--- src/rtl/proc_test_pkg.sv ---
// proc_test_pkg: shared state encoding and defaults for the processor test sequencer
package proc_test_pkg;
  typedef enum logic [2:0] {IDLE, RST, RUN, SETTLE, CHECK, DONE, TIMEOUT} state_t;
  localparam logic [15:0] WD_LIMIT_DEF = 16'h0020;
  localparam int RESET_CYCLES_DEF = 1;
  function automatic int idx_w(input int n);
    return $clog2(n) + 1;
  endfunction
endpackage

--- src/rtl/proc_watchdog.sv ---
// proc_watchdog: saturating run-cycle counter that flags expiry at LIMIT-1
module proc_watchdog #(
  parameter int WD_W = 16,
  parameter logic [WD_W-1:0] LIMIT = 16'h0020
) (
  input  logic clk,
  input  logic rst,
  input  logic clear,
  input  logic en,
  output logic expire
);
  logic [WD_W-1:0] count;
  assign expire = count == LIMIT - 1'b1;
  always_ff @(posedge clk)
    if (rst || clear) count <= '0;
    else if (en && !expire) count <= count + 1'b1;
endmodule

--- src/rtl/proc_test_sequencer.sv ---
// proc_test_sequencer: runs a table of programs on the processor, checks pass codes, guards with a watchdog
module proc_test_sequencer import proc_test_pkg::*; #(
  parameter int NUM_PROGS = 4,
  parameter int PC_W = 64,
  parameter int DATA_W = 64,
  parameter int WD_W = 16,
  parameter logic [WD_W-1:0] WD_LIMIT = WD_W'(WD_LIMIT_DEF),
  parameter int RESET_CYCLES = RESET_CYCLES_DEF,
  parameter int SETTLE_CYCLES = 1,
  localparam int IDX_W = idx_w(NUM_PROGS)
) (
  input  logic                        Clk,
  input  logic                        reset,
  input  logic                        start,
  input  logic [NUM_PROGS*PC_W-1:0]   prog_startpc,
  input  logic [NUM_PROGS*PC_W-1:0]   prog_endpc,
  input  logic [NUM_PROGS*DATA_W-1:0] prog_expect,
  input  logic [PC_W-1:0]             currentpc,
  input  logic [DATA_W-1:0]           wb_data,
  output logic                        proc_resetl,
  output logic [PC_W-1:0]             proc_startpc,
  output logic                        busy,
  output logic                        result_valid,
  output logic                        result_pass,
  output logic [IDX_W-1:0]            result_idx,
  output logic [IDX_W-1:0]            pass_count,
  output logic                        done,
  output logic                        all_passed,
  output logic                        timeout,
  output logic [IDX_W-1:0]            timeout_idx
);
  localparam int SEL_W = NUM_PROGS > 1 ? $clog2(NUM_PROGS) : 1;
  localparam int RC_W = RESET_CYCLES > 1 ? $clog2(RESET_CYCLES) : 1;
  localparam int SC_W = SETTLE_CYCLES > 1 ? $clog2(SETTLE_CYCLES) : 1;
  state_t state;
  logic [IDX_W-1:0] idx;
  logic [RC_W-1:0] rcnt;
  logic [SC_W-1:0] scnt;
  logic [PC_W-1:0] spc [NUM_PROGS];
  logic [PC_W-1:0] epc [NUM_PROGS];
  logic [DATA_W-1:0] exd [NUM_PROGS];
  logic [SEL_W-1:0] sel, nsel;
  logic hit, pass, last, rst_end, set_end, expire, to_check;
  genvar i;
  for (i = 0; i < NUM_PROGS; i++) begin : g_tab
    assign spc[i] = prog_startpc[i*PC_W +: PC_W];
    assign epc[i] = prog_endpc[i*PC_W +: PC_W];
    assign exd[i] = prog_expect[i*DATA_W +: DATA_W];
  end
  assign sel = idx[SEL_W-1:0];
  assign nsel = SEL_W'(idx + 1'b1);
  assign hit = currentpc >= epc[sel];
  assign pass = wb_data == exd[sel];
  assign last = idx == IDX_W'(NUM_PROGS - 1);
  assign rst_end = rcnt == RC_W'(RESET_CYCLES - 1);
  assign set_end = scnt == SC_W'(SETTLE_CYCLES - 1);
  // the result is captured on the edge entering CHECK so it is visible during CHECK
  assign to_check = (state == RUN && hit && SETTLE_CYCLES == 0) || (state == SETTLE && set_end);
  proc_watchdog #(.WD_W(WD_W), .LIMIT(WD_LIMIT)) u_wd (
    .clk(Clk), .rst(reset), .clear(state == RST), .en(state == RUN), .expire(expire)
  );
  always_ff @(posedge Clk)
    if (reset) begin
      state <= IDLE;
      idx <= '0;
      rcnt <= '0;
      scnt <= '0;
      proc_resetl <= 1'b0;
      proc_startpc <= '0;
      busy <= 1'b0;
      result_valid <= 1'b0;
      result_pass <= 1'b0;
      result_idx <= '0;
      pass_count <= '0;
      done <= 1'b0;
      all_passed <= 1'b0;
      timeout <= 1'b0;
      timeout_idx <= '0;
    end else begin
      result_valid <= 1'b0;
      result_pass <= 1'b0;
      if (to_check) begin
        result_valid <= 1'b1;
        result_pass <= pass;
        result_idx <= idx;
        if (pass) pass_count <= pass_count + 1'b1;
      end
      case (state)
        IDLE: if (start) begin
          state <= RST;
          idx <= '0;
          rcnt <= '0;
          proc_startpc <= spc[0];
          busy <= 1'b1;
        end
        RST: if (rst_end) begin
          state <= RUN;
          proc_resetl <= 1'b1;
        end else rcnt <= rcnt + 1'b1;
        RUN: if (hit) begin
          state <= (SETTLE_CYCLES == 0) ? CHECK : SETTLE;
          scnt <= '0;
        end else if (expire) begin
          state <= TIMEOUT;
          timeout <= 1'b1;
          timeout_idx <= idx;
          proc_resetl <= 1'b0;
          busy <= 1'b0;
        end
        SETTLE: if (set_end) state <= CHECK;
          else scnt <= scnt + 1'b1;
        CHECK: if (last) begin
          state <= DONE;
          done <= 1'b1;
          all_passed <= pass_count == IDX_W'(NUM_PROGS);
          proc_resetl <= 1'b0;
          busy <= 1'b0;
        end else begin
          state <= RST;
          idx <= idx + 1'b1;
          rcnt <= '0;
          proc_startpc <= spc[nsel];
          proc_resetl <= 1'b0;
        end
        default: ;
      endcase
    end
endmodule

--- config.mk ---
export PLATFORM = sky130hd
export DESIGN_NAME = proc_test_sequencer
export DESIGN_NICKNAME = d
export VERILOG_FILES = /design/src/rtl/proc_test_pkg.sv /design/src/rtl/proc_watchdog.sv /design/src/rtl/proc_test_sequencer.sv
export SDC_FILE = /design/constraint.sdc
export NUM_CORES = 1
export LEC_CHECK = 0
export CAP_MARGIN = 30
export CORE_AREA = 2 2 376 378
export DETAILED_ROUTE_END_ITERATION = 7
export DIE_AREA = 0 0 378 380
export PLACE_DENSITY_LB_ADDON = 0.25
export RECOVER_POWER = 25
export SYNTH_ARGS = -nofsm -noshare
export SYNTH_HDL_FRONTEND = slang
export SYNTH_SLANG_ARGS = --single-unit
--- constraint.sdc ---
create_clock -name Clk -period 5.9 [get_ports Clk]
set_clock_uncertainty 0.05 [all_clocks]
set_input_delay 1.18 -clock Clk [delete_from_list [all_inputs] [get_ports Clk]]
set_output_delay 1.18 -clock Clk [all_outputs]
set_load 0.02 [all_outputs]
# ---- Word-level counts from Yosys, hierarchy flattened
# Cells that the tools add are included.
# Widths: inputs -> output; s select.
dict set report totals {
  regBits 104
  inputBits 899
  word_cells 104
  output_inout_bits 80
}
dict set report classes {
  muxes 37
  n_lt_le_gt_ge 3
  n_reduce_logical 21
  n_eq_ne 17
  addsub 5
  n_bitwise 5
}
# op count
set op_table {}
lappend op_table {{$mux 64} 8}
lappend op_table {{$bmux 64 s2} 3}
lappend op_table {{$pmux 64 s2} 1}
lappend op_table {{$eq 64x64->1} 1}
lappend op_table {{$ge 64x64->1} 1}
lappend op_table {{$mux 3} 8}
lappend op_table {{$add 16x1->16 const B} 1}
lappend op_table {{$eq 16x5->1 const B} 1}
lappend op_table {{$ne 2x2->1 const B} 8}
lappend op_table {{$pmux 3 s5} 1}
lappend op_table {{$mux 1} 11}
lappend op_table {{$reduce_and 5->1} 2}
lappend op_table {{$eq 3x2->1 const B} 3}
lappend op_table {{$pmux 1 s3} 3}
lappend op_table {{$reduce_and 3->1} 3}
lappend op_table {{$reduce_bool 3->1} 3}
lappend op_table {{$add 3x1->3 const B} 2}
lappend op_table {{$eq 3x3->1 const B} 2}
lappend op_table {{$ge 3x3->1 const B} 2}
lappend op_table {{$not 2->3} 2}
lappend op_table {{$pmux 3 s2} 1}
lappend op_table {{$reduce_and 2->1} 3}
lappend op_table {{$reduce_bool 5->1} 1}
lappend op_table {{$reduce_and 4->1} 1}
lappend op_table {{other kinds (11)} 16}

# ---- Longest topological paths before layout
dict set report logic_depth {
  ltp_word 7
  ltp_mapped 18
  depth_no_buf 11
}

# ---- Cells and area by module
# A second synthesis with hierarchy kept.
dict set report hier_totals {
  hier_cells 1248
  hier_area_um2 11400.9
}
# mod cells_each n_inst area_each_um2
set by_module_without_submodules {}
lappend by_module_without_submodules {proc_test_sequencer 1152 1 10595.2}
lappend by_module_without_submodules {proc_watchdog 96 1 805.8}

# ---- Least setup slack after synthesis
# OpenSTA, ideal clock, no wires.
dict set report synth_timing {
  kind {flip-flop to flip-flop}
  start {register idx[0]}
  end {register state[2]}
  setup_slack_ns 1.506
  path_stages_with_launch 19
  t_arrival_ns 4.230
  required_ns 5.736
  n_path_buf 7
  path_cell_list {dfxtp_1 > buf_6 > buf_12 > buf_4 > buf_2 > buf_2 > buf_2 > buf_2 > mux4_2 > inv_1 > ha_1 > nand4_1 > nor4_1 > nor3b_1 > and3_1 > or3b_2 > a31oi_1 > nor3_2 > a21o_1}
}
dict set report synth_between {
  elab_chain_cells 7
  word_cells_on_any_way 11
  classes_between {1 x order compare; 2 x eq/ne; 6 x mux; 1 x bitwise; 1 x reduce/logical}
}
# item line_no
set synth_lines {}
lappend synth_lines {{from (decl)} proc_test_sequencer.sv:36} ;# logic [IDX_W-1:0] idx;
lappend synth_lines {{from (signal assigned)} proc_test_sequencer.sv:120} ;# idx <= idx + 1'b1;
lappend synth_lines {{$not 2->3 (implied by the code)} proc_test_sequencer.sv:52} ;# assign hit = currentpc >= epc[sel];
lappend synth_lines {{$bmux 64 s2} proc_test_sequencer.sv:52}
lappend synth_lines {{$mux 64 (implied by the code) (2 in a row)} proc_test_sequencer.sv:52}
lappend synth_lines {{$ge 64x64->1} proc_test_sequencer.sv:52}
lappend synth_lines {{$ne 3x3->1 (no line) or $mux 3 (tied branches)} -}
lappend synth_lines {{$reduce_and 5->1 (no line) or $pmux 3 s5 (tied branches)} -}
lappend synth_lines {{to (signal assigned)} proc_test_sequencer.sv:101} ;# state <= (SETTLE_CYCLES == 0) ? CHECK : SETTLE;
lappend synth_lines {{to (decl)} proc_test_sequencer.sv:35} ;# state_t state;
# Several ways; a longest one is shown, not always the timed one. The select of a mux whose other input is x is not followed.
# A chain may end at the register's enable or synchronous reset.

# ---- Worst setup path in the final report
dict set report layout_timing {
  start {input prog_endpc[74]}
  end {register timeout_idx[1]}
}
dict set report layout_between {
  elab_chain_cells 6
}
# item line_no
set layout_lines {}
lappend layout_lines {{from (decl)} proc_test_sequencer.sv:16} ;# input logic [NUM_PROGS*PC_W-1:0] prog_endpc,
lappend layout_lines {{$bmux 64 s2} proc_test_sequencer.sv:52}
lappend layout_lines {{$mux 64 (implied by the code) (2 in a row)} proc_test_sequencer.sv:52}
lappend layout_lines {{$ge 64x64->1} proc_test_sequencer.sv:52}
lappend layout_lines {{$not 1->1 (no line)} -}
lappend layout_lines {{$reduce_and 3->1 (no line)} -}
lappend layout_lines {{to (signal assigned)} proc_test_sequencer.sv:106} ;# timeout_idx <= idx;
lappend layout_lines {{to (decl)} proc_test_sequencer.sv:30} ;# output logic [IDX_W-1:0] timeout_idx
# No other way between the ends. The select of a mux whose other input is x is not followed.

==> results.toml <==
[global_route]
grt_pass1_vias = 14840
track_usage_pct = 14.43
grt_overflow_total = 0
grt_max_degree = 62
grt_pass1_wl_um = 139100
antenna_found_initial = 84

[synthesis]
synth.area.top_cells = "mux4_2 21%, dfxtp_1 18%, mux2i_1 8.8%"
synth_mux_area_share_pct = 32.57
synth_compound_area_share_pct = 13.73
synthAdderAreaFrac_pct = 7.782
synthArstFlopShare_pct = 0
synth_top_family_by_area = "multiplexers"
synth_edf_count = 0
yosysTopAreaCellShare_pct = 21.11
yosysWarnings = 0
synth-xor-area-share_pct = 5.842
synth_seq_cells = 102
syn-num-nets = 2192
syn-instance-count = 1224
synth_cell_types = 55
synth.avg_cell_area_um2 = 9.064
synth.cell_area_um2 = 11090
synth_largest_area_cell = "mux4_2"
yosysSeqAreaShare_pct = 18.41
synthSimpleGateAreaFrac_pct = 15.22
ys.flop_type = "dfxtp_1"

[die]
die-area_um2 = 143600
initial_core_util_pct = 7.971
placementRows = 137
die_w_um = 378
ios = 979
core_um2 = 139200
die_height_um = 380

[clocking]
cts.sinks = 102
clk_path_buf_depth = 2
cts_tree = "done"
clkSlewWorstSetupHoldPaths_ns = 0.09
cts-buffers-inserted = 9
insertion_delay_ns = 0.40
cts_resized = 0
cts_hold_buf = 0
cts_setup_buffers = 0
cts_max_level = 3
root_buffer = "clkbuf_16"

[detailed_routing]
drt_wl_total_um = 107900
num_vias = 14310
firstDrtPassIters = 5
drtAntennaViolNets = 0
wl_per_cell_um = 26.67
via_per_inst = 3.537
drt_iter0_markers = 721
drc = 0

[timing]
post-route-period-util_pct = 78.59
hold_violations = 0
holdWs_ns = 0.4100
rsz0062_at_grt = "false"
finalSetupTns_ns = 0
fmax_ghz = 0.2157
slew_headroom_pct = -46.00
report.final.slew_viol_count = 31
setup_viol = 0
layout_min_cycle_time_ns = 4.637
worst_pin_slew_ns = 2.190

[placed_design]
gp_congestion = 0.9114
placed_area_um2 = 23130
port_buffers = 978
hpwl_um = 95040

[final_layout]
fin_nets = 3115
drive_gt1_share_pct = 7.578
fillers = 15750
area_delta_synth_final_pct = 111.4
final_util_pct = 16.85
postLayoutCellArea_um2 = 23450

[worst_setup_path]
crit_arrival_ns = 4.90
crit_chain = "clkdlybuf4s50_1 -> mux4_2 -> inv_1 -> ha_1 -> and4_1 -> nand4_1 -> a211oi_1 -> a211o_1 -> a2111oi_0 -> a31oi_1 -> buf_4 -> nor3_2 -> mux2i_1"
path_delay_family = "compound AO/OA/AOI/OAI gates"
required_ns = 6.17
max_stage_delay_ns = 0.59
cp.buffers_inverters = 3
crit_fanout = 6
slowest_stage = "mux4_2"
critPathLaunchType = "primary input"
cp-end-kind = "flip-flop"
critPathKind = "in -> reg"

[pwr]
peakVddDrop_mv = 0.1126
leakagePower_uw = 0.007756
p_per_area_nw_per_um2 = 126.5

[outcome]
status = "finished with violations"
violations = "capacitance limit, slew limit"

[hold_path]
hold_path.class = "reg -> reg"

[job]
drv_cap = 1
[layout make-up]
cell class,instances,area [um^2],share of cell area [%]
Antenna cell,18,45.04,0.1921
Clock buffer,10,239.0,1.019
Clock inverter,5,41.29,0.1761
Inverter,75,281.5,1.201
Multi-Input combinational cell,952,8384,35.75
Sequential cell,102,2049,8.740
Tap cell,1876,2347,10.01
Timing Repair Buffer,1007,10060,42.91
[power breakdown]
part	total (uW)	internal [uW]	switching [uW]	leakage, uW
sequential	810	761	48.8	0.000839
clock	664	303	361	0.000134
combinational	1490	866	628	0.00678
[stage by stage]
step	setup WS (ns)	instances	power [uW]
floorplan	1.506	1224	1321
global placement	0.01552	4010	2348
detailed placement	0.7673	4012	2351
CTS	1.135	4027	3070
global route	0.9179	4032	3163
finish	1.263	4045	2968
[worst register-to-register path: stages (launching register included)]
cell       delay [ns]
dfxtp_4          0.80
buf_4            0.44
mux4_2           0.52
inv_1            0.11
ha_1             0.24
nor2b_1          0.13
o211ai_1         0.21
a211oi_1         0.12
a211o_1          0.37
a2111oi_0        0.39
a31oi_1          0.16
buf_4            0.20
nor3_2           0.49
mux2i_1          0.25
[synthesized netlist by cell type (4+ instances only)]
cell type,count
o2111ai_1,5
mux4_1,11
dfxtp_1,102
xor2_1,34
nand2b_1,4
o21ai_0,75
and3_1,5
ha_1,69
a211oi_1,9
clkbuf_1,56
nor2_1,104
nand2_1,120
a221oi_1,65
o211ai_1,4
buf_1,7
nand4_1,21
a2bb2oi_1,4
inv_1,74
a2111oi_0,4
buf_2,25
a21oi_1,33
a21o_1,6
mux4_2,104
a31oi_1,5
nand3_1,16
nor4_1,12
xnor2_1,40
nor3_1,71
buf_4,4
mux2i_1,97
[flip-flops by register name, indices dropped and copies added (netlist names), 3 cells and up]
name	cells
proc_startpc	64
timeout_idx	3
idx	3
u_wd.count	16
state	3
pass_count	3
result_idx	3
[metal layers]
metal / global-route usage, % / share of wire, % / wire length (um) / up-vias
li1: - / - / - / 6518
met1: 17.86 / 42 / 45540 / 6915
met2: 24.55 / 48 / 51470 / 712
met3: 4.479 / 8.4 / 9042 / 136
met4: 2.663 / 1.5 / 1627 / 26
met5: 0 / 0.17 / 181 / -
[cells in the final DEF, fill, tap and decap left out, drive strengths merged, types with 5 or more instances in the layout]
master         instances
clkdlybuf4s50        953
nand2                120
mux4                 115
nor2                 104
dfxtp                102
mux2i                 97
inv                   77
o21ai                 76
nor3                  72
ha                    69
a221oi                65
xnor2                 40
xor2                  34
a21oi                 33
buf                   27
dlygate4sd3           24
nand4                 21
diode                 18
nand3                 16
nor4                  12
clkbuf                12
a211oi                 9
a21o                   6
and3                   5
a31oi                  5
o2111ai                5
a2111oi                5
[final timing paths]
path | start | endpoint | slack, ns | cells past startpoint
min reg2reg | proc_startpc[54]$_SDFFE_PP0P_ | proc_startpc[54]$_SDFFE_PP0P_ | 0.41 | 2
max reg2reg | idx[0]$_SDFFE_PP0P_ | timeout_idx[1]$_SDFFE_PP0P_ | 1.36 | 13
min | proc_startpc[54]$_SDFFE_PP0P_ | proc_startpc[54]$_SDFFE_PP0P_ | 0.41 | 2
max | prog_endpc[74] | timeout_idx[1]$_SDFFE_PP0P_ | 1.26 | 13
[kinds of logic after synthesis]
family                   after synthesis
AND/OR/NAND/NOR                      372
AO/OA/AOI/OAI                        224
multiplexers                         213
buffers and inverters                170
flip-flops                           102
XOR/XNOR                              74
adder cells (fa/ha/maj)               69
No activity file was read; power rests on OpenSTA's default activity.
